## src/rtl/tube_r3_dma_ctrl.sv

```systemverilog
// DMA request/acknowledge sequencer for Tube register 3 (PH3 drain / HP3 fill).
// Raises drq when R3 can move data, turns each dack_b handshake into one FIFO strobe.
module tube_r3_dma_ctrl #(
    parameter int CNT_W   = 16,
    parameter int TO_W    = 8,
    parameter int TIMEOUT = 255
) (
    input  logic             clk,
    input  logic             h_rst_b,
    input  logic             cfg_start,
    input  logic             cfg_dir,
    input  logic [CNT_W-1:0] cfg_count,
    input  logic             cfg_two_byte,
    input  logic             abort,
    input  logic [1:0]       ph3_level,
    input  logic [1:0]       hp3_level,
    input  logic             dack_b,
    output logic             drq,
    output logic             r3_rd_stb,
    output logic             r3_wr_stb,
    output logic             busy,
    output logic             done,
    output logic             timeout_err,
    output logic [CNT_W-1:0] remaining
);

    // state     | meaning
    // IDLE      | waiting for cfg_start
    // WAIT_DATA | waiting until R3 can supply/accept the next burst
    // REQ       | drq high, waiting for dack_b low (timeout counter runs)
    // RELEASE   | strobe issued, waiting for dack_b to return high
    // DONE      | one-cycle done pulse, then back to IDLE
    typedef enum logic [2:0] {
        S_IDLE,
        S_WAIT_DATA,
        S_REQ,
        S_RELEASE,
        S_DONE
    } state_t;

    localparam logic [TO_W-1:0] TO_LAST = TO_W'(TIMEOUT - 1);

    state_t           state, state_nxt;
    logic             dir_q, dir_nxt;
    logic             two_byte_q, two_byte_nxt;
    logic [1:0]       burst_left, burst_nxt;
    logic [TO_W-1:0]  to_cnt, to_nxt;
    logic [CNT_W-1:0] remaining_nxt;
    logic             drq_nxt, rd_nxt, wr_nxt, busy_nxt, done_nxt, err_nxt;

    logic [1:0] need, depth, hp3_free;
    logic       ready;

    assign need     = (two_byte_q && (remaining >= CNT_W'(2))) ? 2'd2 : 2'd1;
    assign depth    = two_byte_q ? 2'd2 : 2'd1;
    // Clamp so an over-reported hp3_level cannot wrap into a large free count.
    assign hp3_free = (hp3_level >= depth) ? 2'd0 : (depth - hp3_level);
    assign ready    = dir_q ? (hp3_free >= need) : (ph3_level >= need);

    always_ff @(posedge clk or negedge h_rst_b) begin
        if (!h_rst_b) begin
            state       <= S_IDLE;
            dir_q       <= 1'b0;
            two_byte_q  <= 1'b0;
            burst_left  <= 2'd0;
            to_cnt      <= '0;
            remaining   <= '0;
            drq         <= 1'b0;
            r3_rd_stb   <= 1'b0;
            r3_wr_stb   <= 1'b0;
            busy        <= 1'b0;
            done        <= 1'b0;
            timeout_err <= 1'b0;
        end else begin
            state       <= state_nxt;
            dir_q       <= dir_nxt;
            two_byte_q  <= two_byte_nxt;
            burst_left  <= burst_nxt;
            to_cnt      <= to_nxt;
            remaining   <= remaining_nxt;
            drq         <= drq_nxt;
            r3_rd_stb   <= rd_nxt;
            r3_wr_stb   <= wr_nxt;
            busy        <= busy_nxt;
            done        <= done_nxt;
            timeout_err <= err_nxt;
        end
    end

    always_comb begin
        state_nxt     = state;
        dir_nxt       = dir_q;
        two_byte_nxt  = two_byte_q;
        burst_nxt     = burst_left;
        to_nxt        = to_cnt;
        remaining_nxt = remaining;
        drq_nxt       = 1'b0;
        rd_nxt        = 1'b0;
        wr_nxt        = 1'b0;
        done_nxt      = 1'b0;
        err_nxt       = timeout_err;

        if (abort) begin
            state_nxt = S_IDLE;
            to_nxt    = '0;
        end else begin
            case (state)
                S_IDLE: begin
                    if (cfg_start) begin
                        err_nxt = 1'b0;
                        if (cfg_count != '0) begin
                            dir_nxt       = cfg_dir;
                            two_byte_nxt  = cfg_two_byte;
                            remaining_nxt = cfg_count;
                            state_nxt     = S_WAIT_DATA;
                        end else begin
                            state_nxt = S_DONE;
                        end
                    end
                end
                S_WAIT_DATA: begin
                    if (ready) begin
                        burst_nxt = need;
                        to_nxt    = '0;
                        drq_nxt   = 1'b1;
                        state_nxt = S_REQ;
                    end
                end
                S_REQ: begin
                    if (!dack_b) begin
                        rd_nxt    = !dir_q;
                        wr_nxt    = dir_q;
                        if (remaining != '0)
                            remaining_nxt = remaining - CNT_W'(1);
                        if (burst_left != 2'd0)
                            burst_nxt = burst_left - 2'd1;
                        to_nxt    = '0;
                        state_nxt = S_RELEASE;
                    end else if (to_cnt == TO_LAST) begin
                        err_nxt   = 1'b1;
                        to_nxt    = '0;
                        state_nxt = S_DONE;
                    end else begin
                        to_nxt  = to_cnt + TO_W'(1);
                        drq_nxt = 1'b1;
                    end
                end
                S_RELEASE: begin
                    // Inside a burst the FIFO level is not rechecked.
                    if (dack_b) begin
                        if (remaining == '0) begin
                            state_nxt = S_DONE;
                        end else if (burst_left != 2'd0) begin
                            drq_nxt   = 1'b1;
                            state_nxt = S_REQ;
                        end else begin
                            state_nxt = S_WAIT_DATA;
                        end
                    end
                end
                S_DONE: begin
                    done_nxt  = 1'b1;
                    state_nxt = S_IDLE;
                end
                default: state_nxt = S_IDLE;
            endcase
        end

        busy_nxt = (state_nxt != S_IDLE);
    end

endmodule

```

## config.mk

```make
export PLATFORM = sky130hd
export DESIGN_NAME = tube_r3_dma_ctrl
export DESIGN_NICKNAME = d
export VERILOG_FILES = /design/src/rtl/tube_r3_dma_ctrl.sv
export SDC_FILE = /design/constraint.sdc
export NUM_CORES = 1
export LEC_CHECK = 0
export BUFFER_PORTS_ARGS = -buffer_cell sky130_fd_sc_hd__buf_2
export CELL_PAD_IN_SITES_DETAIL_PLACEMENT = 1
export CELL_PAD_IN_SITES_GLOBAL_PLACEMENT = 2
export CORE_MARGIN = 2
export CORE_UTILIZATION = 30
export CTS_BUF_LIST = sky130_fd_sc_hd__clkbuf_2 sky130_fd_sc_hd__clkbuf_4 sky130_fd_sc_hd__clkbuf_8
export DETAILED_ROUTE_END_ITERATION = 7
export PLACE_DENSITY = 0.74
export RECOVER_POWER = 100
export SLEW_MARGIN = 20
export SYNTH_ARGS = -nofsm -noshare
export SYNTH_HDL_FRONTEND = slang
export SYNTH_SLANG_ARGS = --single-unit
```

## constraint.sdc

```tcl
create_clock -name clk -period 2.6 [get_ports clk]
set_input_delay 0.39 -clock clk [delete_from_list [all_inputs] [get_ports clk]]
set_output_delay 0.39 -clock clk [all_outputs]
set_load 0.005 [all_outputs]
```

* After elaboration in Yosys (flattened, before gate mapping)
Index checks and enable logic that the tools add are counted.
** Operators by class
- Add/sub/neg operators :: 4
- Bitwise logic cells :: 1
- Order comparisons :: 4
- Muxes and demuxes :: 48
- Reduce and logical (&&, ||, !) cells :: 16
- Equality and inequality tests :: 14
** Operators with widths (count)
- two-way mux 16 bit :: 4
- two-way mux 8 bit :: 4
- case mux 16 bit (2 select lines) :: 1
- nonzero test 16 bit :: 2
- two-way mux 3 bit :: 8
- two-way mux 1 bit :: 19
- >= comparator 16 x 2 -> 1 bit (second input constant) :: 1
- zero test 16 bit :: 1
- != test 2 bit (second input constant) :: 8
- case mux 8 bit (2 select lines) :: 1
- subtractor 16 x 1 -> 16 bit (second input constant) :: 1
- two-way mux 2 bit :: 7
- case mux 3 bit (4 select lines) :: 1
- AND reduction 5 bit :: 2
- adder 8 x 1 -> 8 bit (second input constant) :: 1
- == test 8 bit (second input constant) :: 1
- == test 3 x 2 -> 1 bit (second input constant) :: 2
- >= comparator 2 bit :: 3
- AND reduction 6 bit :: 1
- nonzero test 2 bit :: 3
- nonzero test 3 bit :: 2
- case mux 2 bit (2 select lines) :: 1
- AND reduction 4 bit :: 1
- == test 3 x 1 -> 1 bit (second input constant) :: 1
- other kinds (11) :: 11
** Word-level totals
- Logic and storage cells :: 99
- Flip-flop bits (word level) :: 37
- Output and inout port bits :: 22
- Input port bits :: 27

* Logic depth before layout (Yosys ltp)
Gate-level depths: netlist of run 1.
- Word-level depth :: 9
- Mapped depth :: 11
- Mapped depth without buffers :: 11

* Worst setup path after synthesis of run 1
No wires, ideal clock.
- Kind :: input to register
- Start point :: input port hp3_level[0]
- End point :: register to_cnt[3]
- Arrival time :: 2.782 ns
- Path buffers :: 0
- Setup slack :: -0.279 ns
- Stages on the path :: 9
- Data required time :: 2.503 ns
- Setup time :: 0.097 ns
- Path through :: ha_1 fa_1 or2_2 ha_1 nand2b_1 a211o_1 a311oi_1 o21ai_0 o31ai_1
** On the way
- Cells in the longest elaborated chain, start to end :: 6
- Elaborated cells between the ends (all ways) :: 7
- Those cells by class :: 1 x add/sub; 2 x order compare; 1 x eq/ne; 2 x mux; 1 x reduce/logical
** RTL lines
- from (decl) :: line 16 : input logic [1:0] hp3_level,
- subtractor 2 bit / >= comparator 2 bit (equally long branches) :: line 57 : assign hp3_free = (hp3_level >= depth) ? 2'd0 : (depth - hp3_level);
- two-way mux 2 bit * :: line 57
- >= comparator 2 bit * :: line 58 : assign ready = dir_q ? (hp3_free >= need) : (ph3_level >= need);
- two-way mux 1 bit * :: line 58
- != test 3 bit (no line) *
- AND reduction 2 bit (no line) *
- to (signal assigned) :: line 79 : to_cnt <= to_nxt;
- to (decl) :: line 47 : logic [TO_W-1:0] to_cnt, to_nxt;
Mark *: on every way between the ends. The rest lies on a longest branch, timed or not.
A chain may end at the register's enable or synchronous reset.

* Final worst setup path of run 1
- Start point :: register two_byte_q
- End point :: register busy
** On the way
- Cells in the longest elaborated chain, start to end :: 9
- Elaborated cells between the ends (all ways) :: 13
- Those cells by class :: 1 x add/sub; 3 x order compare; 7 x mux; 2 x reduce/logical
** RTL lines
- from (decl) :: line 45 : logic two_byte_q, two_byte_nxt;
- from (signal assigned) :: line 77 : two_byte_q <= two_byte_nxt;
- two-way mux 2 bit :: line 55 : assign depth = two_byte_q ? 2'd2 : 2'd1;
- subtractor 2 bit / >= comparator 2 bit (equally long branches) :: line 57
- two-way mux 2 bit :: line 57
- >= comparator 2 bit :: line 58
- two-way mux 1 bit * :: line 58
- two-way mux 3 bit * :: line 122 : if (ready) begin
- case mux 3 bit (4 select lines) * :: line 107 : case (state)
- two-way mux 3 bit * :: line 103 : if (abort) begin
- named net state_nxt[1] :: line 43 : state_t state, state_nxt;
- nonzero test 3 bit * :: line 169 : busy_nxt = (state_nxt != S_IDLE);
- named net busy_nxt :: line 49 : logic drq_nxt, rd_nxt, wr_nxt, busy_nxt, done_nxt, err_nxt;
- to (signal assigned) :: line 84 : busy <= busy_nxt;
- to (decl) :: line 21 : output logic busy,
The timed path passes the listed nets; every way through them passes the cells marked *.

==> results.ini, run 1 <==
[outcome]
status = finished, violations left
violations = max-capacitance violations, max-slew violations, negative setup slack

[power_and_ir_drop]
peakVddDrop_v = 0.000457
power.switching_mw = 1.26
p_int_mw = 1.86
total_leakage_power_nw = 1.36
pwr-share-comb_pct = 55.1
p_per_area_nw_per_um2 = 1010
p_sw_share_pct = 40.4
p_seq_share_pct = 29.2
clockPowerShare_pct = 15.7

[timing]
period_minus_slack_ns = 2.69
timing.fmax_ghz = 0.372
worst_slew_pin_slew_ns = 2.07
tns_ns = -0.590
drv_slew = 38
setup_ws_ns = -0.0881
setup_viol = 10
rsz0062_at_grt = true
hold_violations = 0
finalCritPeriodShare_pct = 103
slew_headroom_pct = -37.7
finClkSkew_ns = 0.00990

[setup_path]
cp_max_fo = 2
worst_path_max_delay_cell = dfrtp_1
cp_num_buf_inv = 0
cp-start-kind = flop
crit_chain = ha_2 > fa_2 > or2_4 > ha_4 > nand2b_4 > a211o_1 > and3_4 > o31a_1 > or3_1
worst-setup-path-type = reg -> reg
crit_path_max_incr_delay_ns = 0.39
cpLargestDelayFamily = simple AND/OR/NAND/NOR gates
arrival_ns = 2.86
end_kind = flop
worstPathRequired_ns = 2.77

[layout]
seq_area_um2 = 927
fin_cells = 442
multi_input_area_um2 = 1410
final_cell_mix = buf_2, dfrtp_1, buf_4
drive_gt1_share_pct = 33.8
stdcell_area_um2 = 3110
synthToLayoutAreaGrowth_pct = 35.1
fin_nets = 382
fillers = 896
diodes = 0
final_common_cell = buf_2

[yosys]
synthFlopType = dfrtp_1
synth.largest_area_cell = dfrtp_1
ys_seq_elements = 37
ys_types = 48
syn_inst = 261
synthTopCellsByArea = dfrtp_1, ha_1, o21ai_0
synth_fp_nets = 300
synthArstFlopShare_pct = 100
postSynthAreaPerCell_um2 = 8.81
yosysWarnings = 0
netlist_area_um2 = 2300
yosysSeqAreaShare_pct = 40.3
synth_edf_count = 0
synth_top_area_share_pct = 40.3

[floorplanning]
core_area_um2 = 7330
die_h_um = 91.6
die_w_um = 91.6
pin_count = 49
rows = 31
start_util_pct = 31.4
die_area_um2 = 8380

[clocking]
clkSlewWorstSetupHoldPaths_ns = 0.07
cts_buffer_depth = 2
cts_hold_buf = 0
cts_inserted_buffers = 5
cts_root_buf = clkbuf_8
cts_htree_levels = 2
worstSkewPairLatency_ns = 0.30
cts.sink_count = 37
cts_tree = yes

[route]
antenna_left = 0
drc_errors = 0
wl_per_cell_um = 16.1
wl_um = 7130
vias = 2380
viasPerCell = 5.38
firstDrtPassIters = 4
drt_iter0_drc = 57

[place]
dpl.hpwl_um = 5380
dp_slack_ns = -0.269
portBuffers = 48
place_area_um2 = 2920
dp_cells = 433
place_congestion = 0.841

[global_routing]
grt_pass1_wl_um = 12400
overflow = 0
grt_pass1_vias = 2473
grt_max_degree = 38
track_usage_pct = 18.2
antenna_found_initial = 0

[run]
cap_violations = 1

[hold_path]
hold_class = in -> reg

-- cells by family after synthesis --
family                     Yosys count  synth area share, %
and+or+nand+nor                    105                 24.2
AOI/OAI and AO/OA                   81                 23.0
DFF                                 37                 40.3
buffers and inverters               21                 3.54
adders and majority gates           12                 6.86
muxes                                3                 1.47
xor gates and xnor gates             2                0.762
-- path summary, 6_finish.rpt --
| path | start | depth (start not counted) | to | slack, ns |
|---|---|---|---|---|
| setup / recovery | two_byte_q$_DFFE_PN0P_ | 9 | busy$_DFF_PN0_ | -0.09 |
| hold / removal | cfg_two_byte | 2 | two_byte_q$_DFFE_PN0P_ | 0.33 |
| setup reg to reg | two_byte_q$_DFFE_PN0P_ | 9 | busy$_DFF_PN0_ | -0.09 |
| hold reg to reg | dir_q$_DFFE_PN0P_ | 1 | r3_rd_stb$_DFF_PN0_ | 0.48 |
| max in group asynchronous | h_rst_b | 1 | remaining[4]$_DFFE_PN0P_ | 0.58 |
| min in group asynchronous | h_rst_b | 1 | remaining[9]$_DFFE_PN0P_ | 0.68 |
-- synthesized netlist by cell type (all sizes together) (7+ instances only) --
cell type,number
dfrtp,37
nor2,27
nand2,23
o21ai,23
a21oi,18
inv,12
nor4,12
ha,11
nand3,10
nor3,8
clkbuf,7
nand2b,7
-- layer usage --
| metal | track usage [%] | up-vias | routed length, µm |
|---|---|---|---|
| met1 | 25.3 | 1202 | 3410 |
| met3 | 2.74 | 5 | 145 |
| met5 | 0 | - | 0 |
| met4 | 4.67 | 0 | 69 |
| li1 | - | 1139 | - |
| met2 | 29.7 | 34 | 3500 |
-- power groups by stage --
stage | logic (mW) | clock network [mW] | registers, mW
floorplan | 0.786 | 0 | 0.969
global placement | 1.57 | 0 | 0.911
detailed placement | 1.63 | 0 | 0.920
CTS | 1.71 | 0.507 | 0.916
global route | 1.93 | 0.531 | 0.940
finish | 1.72 | 0.492 | 0.913
-- metrics by stage --
step           hold WS, ns  power [mW]  utilization (%)
6_report             0.327        3.13             42.4
5_1_grt              0.324        3.40             42.4
4_1_cts              0.241        3.13             42.2
3_5_place_dp         0.487        2.55             39.9
3_3_place_gp         0.470        2.48             39.9
2_1_floorplan       0.0944        1.75                -
-- worst reg2reg max path, stage by stage (launching register included) --
cell and delay, ns:
dfrtp_1 0.39, ha_2 0.19, fa_2 0.36, or2_4 0.27, ha_4 0.21, nand2b_4 0.13
a211o_1 0.26, and3_4 0.18, o31a_1 0.24, or3_1 0.34
-- cell type report --
class,count,area share (%)
Tap cell,99,3.99
Sequential cell,37,29.8
Multi-Input combinational cell,203,45.4
Clock inverter,2,1.13
Timing Repair Buffer,84,16.0
Inverter,12,1.45
Clock buffer,5,2.21
-- timing repair --
| item | 4_1_cts | 5_1_grt |
|---|---|---|
| endpoints found under the setup margin | 11 | 11 |
| buffers inserted | 2 | 0 |
| resized for setup | 18 | 9 |
| pin swaps | 10 | 3 |
| hold endpoints to repair | 0 | 0 |
-- flip-flops by register name, summed over array words and instances, names as in the netlist, 2 cells and up --
signal / cells
remaining: 16
to_cnt: 8
state: 3
burst_left: 2
(Power assumes the default switching activity.)
==> run 2: changes to the inputs <==
Settings changed: SETUP_SLACK_MARGIN set to 0.1.
==> run 2 against run 1 <==
The run still ends with max-capacitance violations, max-slew violations, negative setup slack left. Flip-flop and latch count stayed put. Cell area is 1.2% lower. Routed wire length is 2.1% higher. Clock skew is 0.00087 ns lower. Cell count is 0.90% higher. First-iteration DRC count is 32% lower. Total power is 3.2% lower. Sequential power is 0.4% higher. Register-to-register slack hardly changed. Via count is 0.84% lower. Critical path type unchanged. Largest power group unchanged.
==> results.ini, run 2 (synthesis gave the netlist of run 1 again) <==
[clocking]
cts_buffer_depth = 2  ; unchanged
cts_htree_levels = 2  ; unchanged
worstSkewPairLatency_ns = 0.29  ; about the same
cts_inserted_buffers = 5  ; unchanged
cts_tree = yes
cts.sink_count = 37  ; unchanged
cts_hold_buf = 0  ; unchanged
cts_root_buf = clkbuf_8
clkSlewWorstSetupHoldPaths_ns = 0.07  ; about the same

[route]
wl_um = 7280  ; +2.1%
antenna_left = 0  ; unchanged
viasPerCell = 5.29  ; -1.7%
firstDrtPassIters = 4  ; unchanged
dr_wl_met2_um = 3630  ; +3.7%
vias = 2360  ; -0.84%
drt_iter0_drc = 39  ; -32%
drc_errors = 0  ; unchanged
wl_met1_um = 3430  ; +0.65%
wl_per_cell_um = 16.3  ; +1.2%
wl_met3_um = 140  ; -3.4%
top_layer_used = met4

[outcome]
status = finished, violations left
violations = max-capacitance violations, max-slew violations, negative setup slack

[timing]
setup_viol = 9  ; -1
rsz0062_at_grt = true
period_minus_slack_ns = 2.70  ; +0.00861 ns
timing.fmax_ghz = 0.371  ; -0.32%
setup_ws_ns = -0.0967  ; -0.00861 ns
finClkSkew_ns = 0.00903  ; -0.000872 ns
finalCritPeriodShare_pct = 104  ; +0.33 points
drv_slew = 38  ; unchanged
worst_slew_pin_slew_ns = 2.06  ; -0.00313 ns
hold_violations = 0  ; unchanged
slew_headroom_pct = -37.5  ; +0.21 points

[global_routing]
overflow = 0  ; unchanged
antenna_found_initial = 0  ; unchanged
grt_pass1_vias = 2471  ; -0.081%
track_usage_pct = 18.0  ; -0.26 points
grt_max_degree = 38  ; unchanged
grt_pass1_wl_um = 12300  ; -0.78%

[floorplanning]
die_w_um = 91.6  ; unchanged
die_area_um2 = 8380  ; unchanged
rows = 31  ; unchanged
core_area_um2 = 7330  ; unchanged
die_h_um = 91.6  ; unchanged
pin_count = 49  ; unchanged
start_util_pct = 31.4  ; unchanged

[layout]
final_common_cell = buf_2
final_cell_mix = buf_2, dfrtp_1, nor2_1
reg.largest.list = remaining x16, to_cnt x8, state x3
largest_reg_flops = 16  ; unchanged
stdcell_area_um2 = 3070  ; -1.2%
top_register = remaining
fin_nets = 385  ; +0.79%
synthToLayoutAreaGrowth_pct = 33.5
diodes = 0  ; unchanged
drive_gt1_share_pct = 28.2  ; -5.6 points

[hold_path]
hold_class = in -> reg
holdPathStages = 2  ; unchanged

[setup_path]
cp-start-kind = flop
crit_path_max_incr_delay_ns = 0.38  ; about the same
arrival_ns = 2.87  ; about the same
worst-setup-path-type = reg -> reg
r2r_slack_ns = -0.1  ; about the same
end_kind = flop
worstPathRequired_ns = 2.77  ; about the same
crit_chain = ha_2 > fa_2 > or2_4 > ha_4 > nand2b_4 > a211o_1 > and3_4 > o31a_1 > or3_1
worst_path_max_delay_cell = dfrtp_1
ff2ff_path_depth = 9  ; unchanged
cp_max_fo = 2  ; unchanged

[power_and_ir_drop]
p_per_area_nw_per_um2 = 986  ; -2.0%
total_leakage_power_nw = 1.30  ; -4.5%
clockPowerShare_pct = 13.4  ; -2.3 points
pwr-share-comb_pct = 56.3  ; +1.2 points
p_int_mw = 1.71  ; -8.1%
peakVddDrop_v = 0.000408  ; -11%
p_sw_share_pct = 43.4  ; +3.0 points
p_seq_share_pct = 30.3  ; +1.1 points
power.switching_mw = 1.31  ; +4.1%

[place]
dpl.hpwl_um = 5330  ; -1.0%
place_congestion = 0.836  ; -0.55%
portBuffers = 48  ; unchanged
dp_slack_ns = -0.238  ; +0.0308 ns
place_area_um2 = 2920  ; unchanged

[run]
cap_violations = 1  ; unchanged

==> run 2: area by class of cell <==
type / instances / area, µm²
fillers: 873 / 4260
multi-input cells: 203 / 1430
flip-flops and latches: 37 / 927
repair buffers: 87 / 458
well taps: 99 / 124
clock buffers: 5 / 68.8
inverters: 12 / 47.5
clock inverters: 3 / 17.5
==> run 2: final timing paths <==
kind / start / to
min in group asynchronous: h_rst_b / remaining[10]$_DFFE_PN0P_
worst max-delay path: two_byte_q$_DFFE_PN0P_ / busy$_DFF_PN0_
worst max register to register: two_byte_q$_DFFE_PN0P_ / busy$_DFF_PN0_
max in group asynchronous: h_rst_b / remaining[4]$_DFFE_PN0P_
worst min register to register: to_cnt[7]$_DFFE_PN0P_ / to_cnt[7]$_DFFE_PN0P_
worst min-delay path: cfg_two_byte / two_byte_q$_DFFE_PN0P_
==> run 2: through the flow <==
stage	hold slack, ns	std cells	utilization, %	power (mW)	TNS (ns)
after CTS	0.228	445	42.0	3.06	-0.766
after global routing	0.324	446	41.9	3.28	-1.34
after floorplan	0.0944	261	-	1.75	-0.160
after detailed placement	0.486	433	39.9	2.52	-1.70
after global placement	0.470	433	39.9	2.48	-1.29
final	0.333	446	41.9	3.03	-0.579
==> run 2: layer usage <==
metal / GRT usage, % / vias to the layer above
met3: 2.66 / 6
met2: 30.3 / 30
li1: - / 1145
met1: 24.3 / 1179
met5: 0 / -
met4: 4.17 / 0
==> run 2: power by group through the flow <==
stage                     clock network, mW  logic [mW]  registers [mW]
after detailed placement                  0        1.59           0.922
after CTS                             0.424        1.72           0.914
after global placement                    0        1.57           0.912
after global routing                  0.448        1.89           0.946
final                                 0.407        1.70           0.917
after floorplan                           0       0.786           0.969
==> run 2: repair_timing <==
| item | in CTS | in global routing |
|---|---|---|
| gates resized for setup | 11 | 10 |
| pin swaps | 4 | 4 |
| cloned | 0 | 0 |
| buffers inserted | 4 | 1 |
| setup endpoints to repair | 11 | 12 |
==> run 2: critical path: cells and delay by family (launching register included) <==
kind	cells	cell delay, ns
flops	1	0.38
simple gates	4	0.92
compound gates	2	0.55
fa+ha+maj	3	0.72
==> run 3: changes to the inputs <==
Settings changed: CORE_ASPECT_RATIO set to 1.1.
==> run 3 against run 2 <==
Clock skew fell by 0.0044 ns. First-iteration DRC count rose by 44%. Global-route usage rose by 0.43 points. Cell area rose by 0.24%. Fmax fell by 3.5%. Count of clock-buffer cells in the layout did not move. Largest power group unchanged. Flip-flop and latch count did not move. Clock power barely moved. Via count fell by 1.1%. Setup slack got worse by 0.097 ns. Non-clock buffer count rose by 4. The flow finishes with violations (negative setup slack). Total power rose by 1.1%.
==> results.ini, run 3 (synthesis gave the netlist of run 1 again) <==
[route]
viasPerCell = 5.33  ; +0.66%
drt_iter0_drc = 56  ; +44%
firstDrtPassIters = 4  ; unchanged
vias = 2333  ; -1.1%
drc_errors = 0  ; unchanged
wl_um = 7290  ; +0.16%
wl_per_cell_um = 16.6  ; +2.0%
antenna_left = 0  ; unchanged

[global_routing]
grt_pass1_wl_um = 12100  ; -0.95%
antenna_found_initial = 0  ; unchanged
overflow = 0  ; unchanged
grt_max_degree = 27  ; -29%
track_usage_pct = 18.4  ; +0.43 points
grt_pass1_vias = 2446  ; -1.0%

[timing]
rsz0062_at_grt = true
setup_viol = 9  ; unchanged
timing.fmax_ghz = 0.358  ; -3.5%
period_minus_slack_ns = 2.79  ; +0.0966 ns
worst_slew_pin_slew_ns = 1.30  ; -0.767 ns
tns_ns = -0.980  ; -0.400 ns
setup_ws_ns = -0.193  ; -0.0966 ns
slew_headroom_pct = 13.6  ; +51 points
holdWs_ns = 0.323  ; -0.0102 ns
finClkSkew_ns = 0.00465  ; -0.00438 ns
finalCritPeriodShare_pct = 107  ; +3.7 points
hold_violations = 0  ; unchanged
drv_slew = 0  ; -100%

[setup_path]
reg2reg_to = busy$_DFF_PN0_
worst-setup-path-type = reg -> reg
worstPathRequired_ns = 2.77  ; about the same
r2r_start = two_byte_q$_DFFE_PN0P_
cp-start-kind = flop
cp_max_fo = 3  ; +1
ff2ff_path_depth = 9  ; unchanged
end_kind = flop
arrival_ns = 2.97  ; +0.10 ns
r2r_slack_ns = -0.19  ; -0.10 ns

[place]
portBuffers = 48  ; unchanged
dp_cells = 422  ; -2.5%
dp_slack_ns = -0.376  ; -0.138 ns
place_congestion = 0.831  ; -0.68%
place_area_um2 = 2920  ; -0.26%
dpl.hpwl_um = 5480  ; +2.8%

[hold_path]
whs_endpoint = two_byte_q$_DFFE_PN0P_
hold_class = in -> reg
holdPathStages = 2  ; unchanged
hp-start = cfg_two_byte

[clocking]
clkSlewWorstSetupHoldPaths_ns = 0.08  ; about the same
cts_buffer_depth = 2  ; unchanged
cts_inserted_buffers = 5  ; unchanged
cts_root_buf = clkbuf_8
worstSkewPairLatency_ns = 0.29  ; about the same
cts.sink_count = 37  ; unchanged
cts_tree = yes
cts_htree_levels = 2  ; unchanged

[layout]
drive_gt1_share_pct = 30.5  ; +2.2 points
diodes = 0  ; unchanged
fin_nets = 389  ; +1.0%
fin_util_pct = 41.4  ; -0.47 points
multi_input_area_um2 = 1420  ; -0.61%
synthToLayoutAreaGrowth_pct = 33.8
fillers = 892  ; +2.2%
stdcell_area_um2 = 3080  ; +0.24%
seq_area_um2 = 927  ; unchanged
final_cell_mix = buf_2, dfrtp_1, nor2_1
top_register = remaining
reg.largest.list = remaining x16, to_cnt x8, state x3
largest_reg_flops = 16  ; unchanged
final_common_cell = buf_2
fin_cells = 438  ; -1.8%

[floorplanning]
pin_count = 49  ; unchanged
core_area_um2 = 7430  ; +1.4%
die_area_um2 = 8380  ; about the same
start_util_pct = 30.9  ; -0.43 points
die_w_um = 87.5  ; -4.5%
die_h_um = 95.8  ; +4.7%
rows = 33  ; +6.5%

[power_and_ir_drop]
p_seq_share_pct = 30.0  ; -0.3 points
clockPowerShare_pct = 13.4  ; about the same
peakVddDrop_v = 0.000381  ; -6.5%
power_mw = 3.06  ; +1.1%
p_int_mw = 1.76  ; +2.5%
power.switching_mw = 1.30  ; -0.78%
total_leakage_power_nw = 1.32  ; +1.8%
p_per_area_nw_per_um2 = 994  ; +0.83%
p_sw_share_pct = 42.6  ; -0.80 points
pwr-share-comb_pct = 56.6  ; +0.3 points

[run]
cap_violations = 0  ; -1

[outcome]
violations = negative setup slack
status = finished, violations left

run 3: changes by cell type in the layout (fill, tap and decap cells not counted), sizes merged:
cell    delta
buf        +3
clkbuf     +1
run 3: layout make-up:
cell class / count / share of cell area, %
Clock buffer: 5 / 2.24
Clock inverter: 3 / 0.569
Timing Repair Buffer: 91 / 16.0
Tap cell: 87 / 3.54
Inverter: 12 / 1.46
Sequential cell: 37 / 30.1
Multi-Input combinational cell: 203 / 46.1
run 3: worst max-delay path by stage:
stage,start,endpoint,slack (ns),depth (start not counted)
final,two_byte_q$_DFFE_PN0P_,busy$_DFF_PN0_,-0.19,9
after global routing,remaining[14]$_DFFE_PN0P_,to_cnt[3]$_DFFE_PN0P_,-0.28,12
after CTS,remaining[1]$_DFFE_PN0P_,busy$_DFF_PN0_,-0.18,10
after detailed placement,remaining[0]$_DFFE_PN0P_,busy$_DFF_PN0_,-0.38,11
after global placement,remaining[1]$_DFFE_PN0P_,busy$_DFF_PN0_,-0.22,10
after floorplan,remaining[4]$_DFFE_PN0P_,busy$_DFF_PN0_,-0.14,9
run 3: power groups by stage:
stage,clock [mW],combinational [mW],sequential (mW)
after floorplan,0,0.786,0.969
after global placement,0,1.56,0.911
after detailed placement,0,1.61,0.921
after CTS,0.428,1.79,0.923
after global routing,0.440,1.93,0.947
final,0.409,1.73,0.919
run 3: critical path, stage by stage (launching register included):
cell      delay (ns)
dfrtp_1         0.40
ha_2            0.18
fa_2            0.34
or2_4           0.26
ha_4            0.21
nand2b_4        0.13
a211o_1         0.32
and3_4          0.18
o31a_1          0.25
or3_4           0.39
run 3: metal layers:
layer	wire length (µm)	part of all wire [%]	track usage, %
met4	69	0.95	4.23
met3	230	3.2	3.09
met2	3700	51	32.3
met1	3290	45	23.6
met5	0	0	0
run 3: repair_timing:
action | 4_1_cts | 5_1_grt
hold buffers | 0 | 0
setup endpoints to repair | 14 | 17
pin swaps | 16 | 5
setup buffers | 6 | 2
resized for setup | 24 | 5
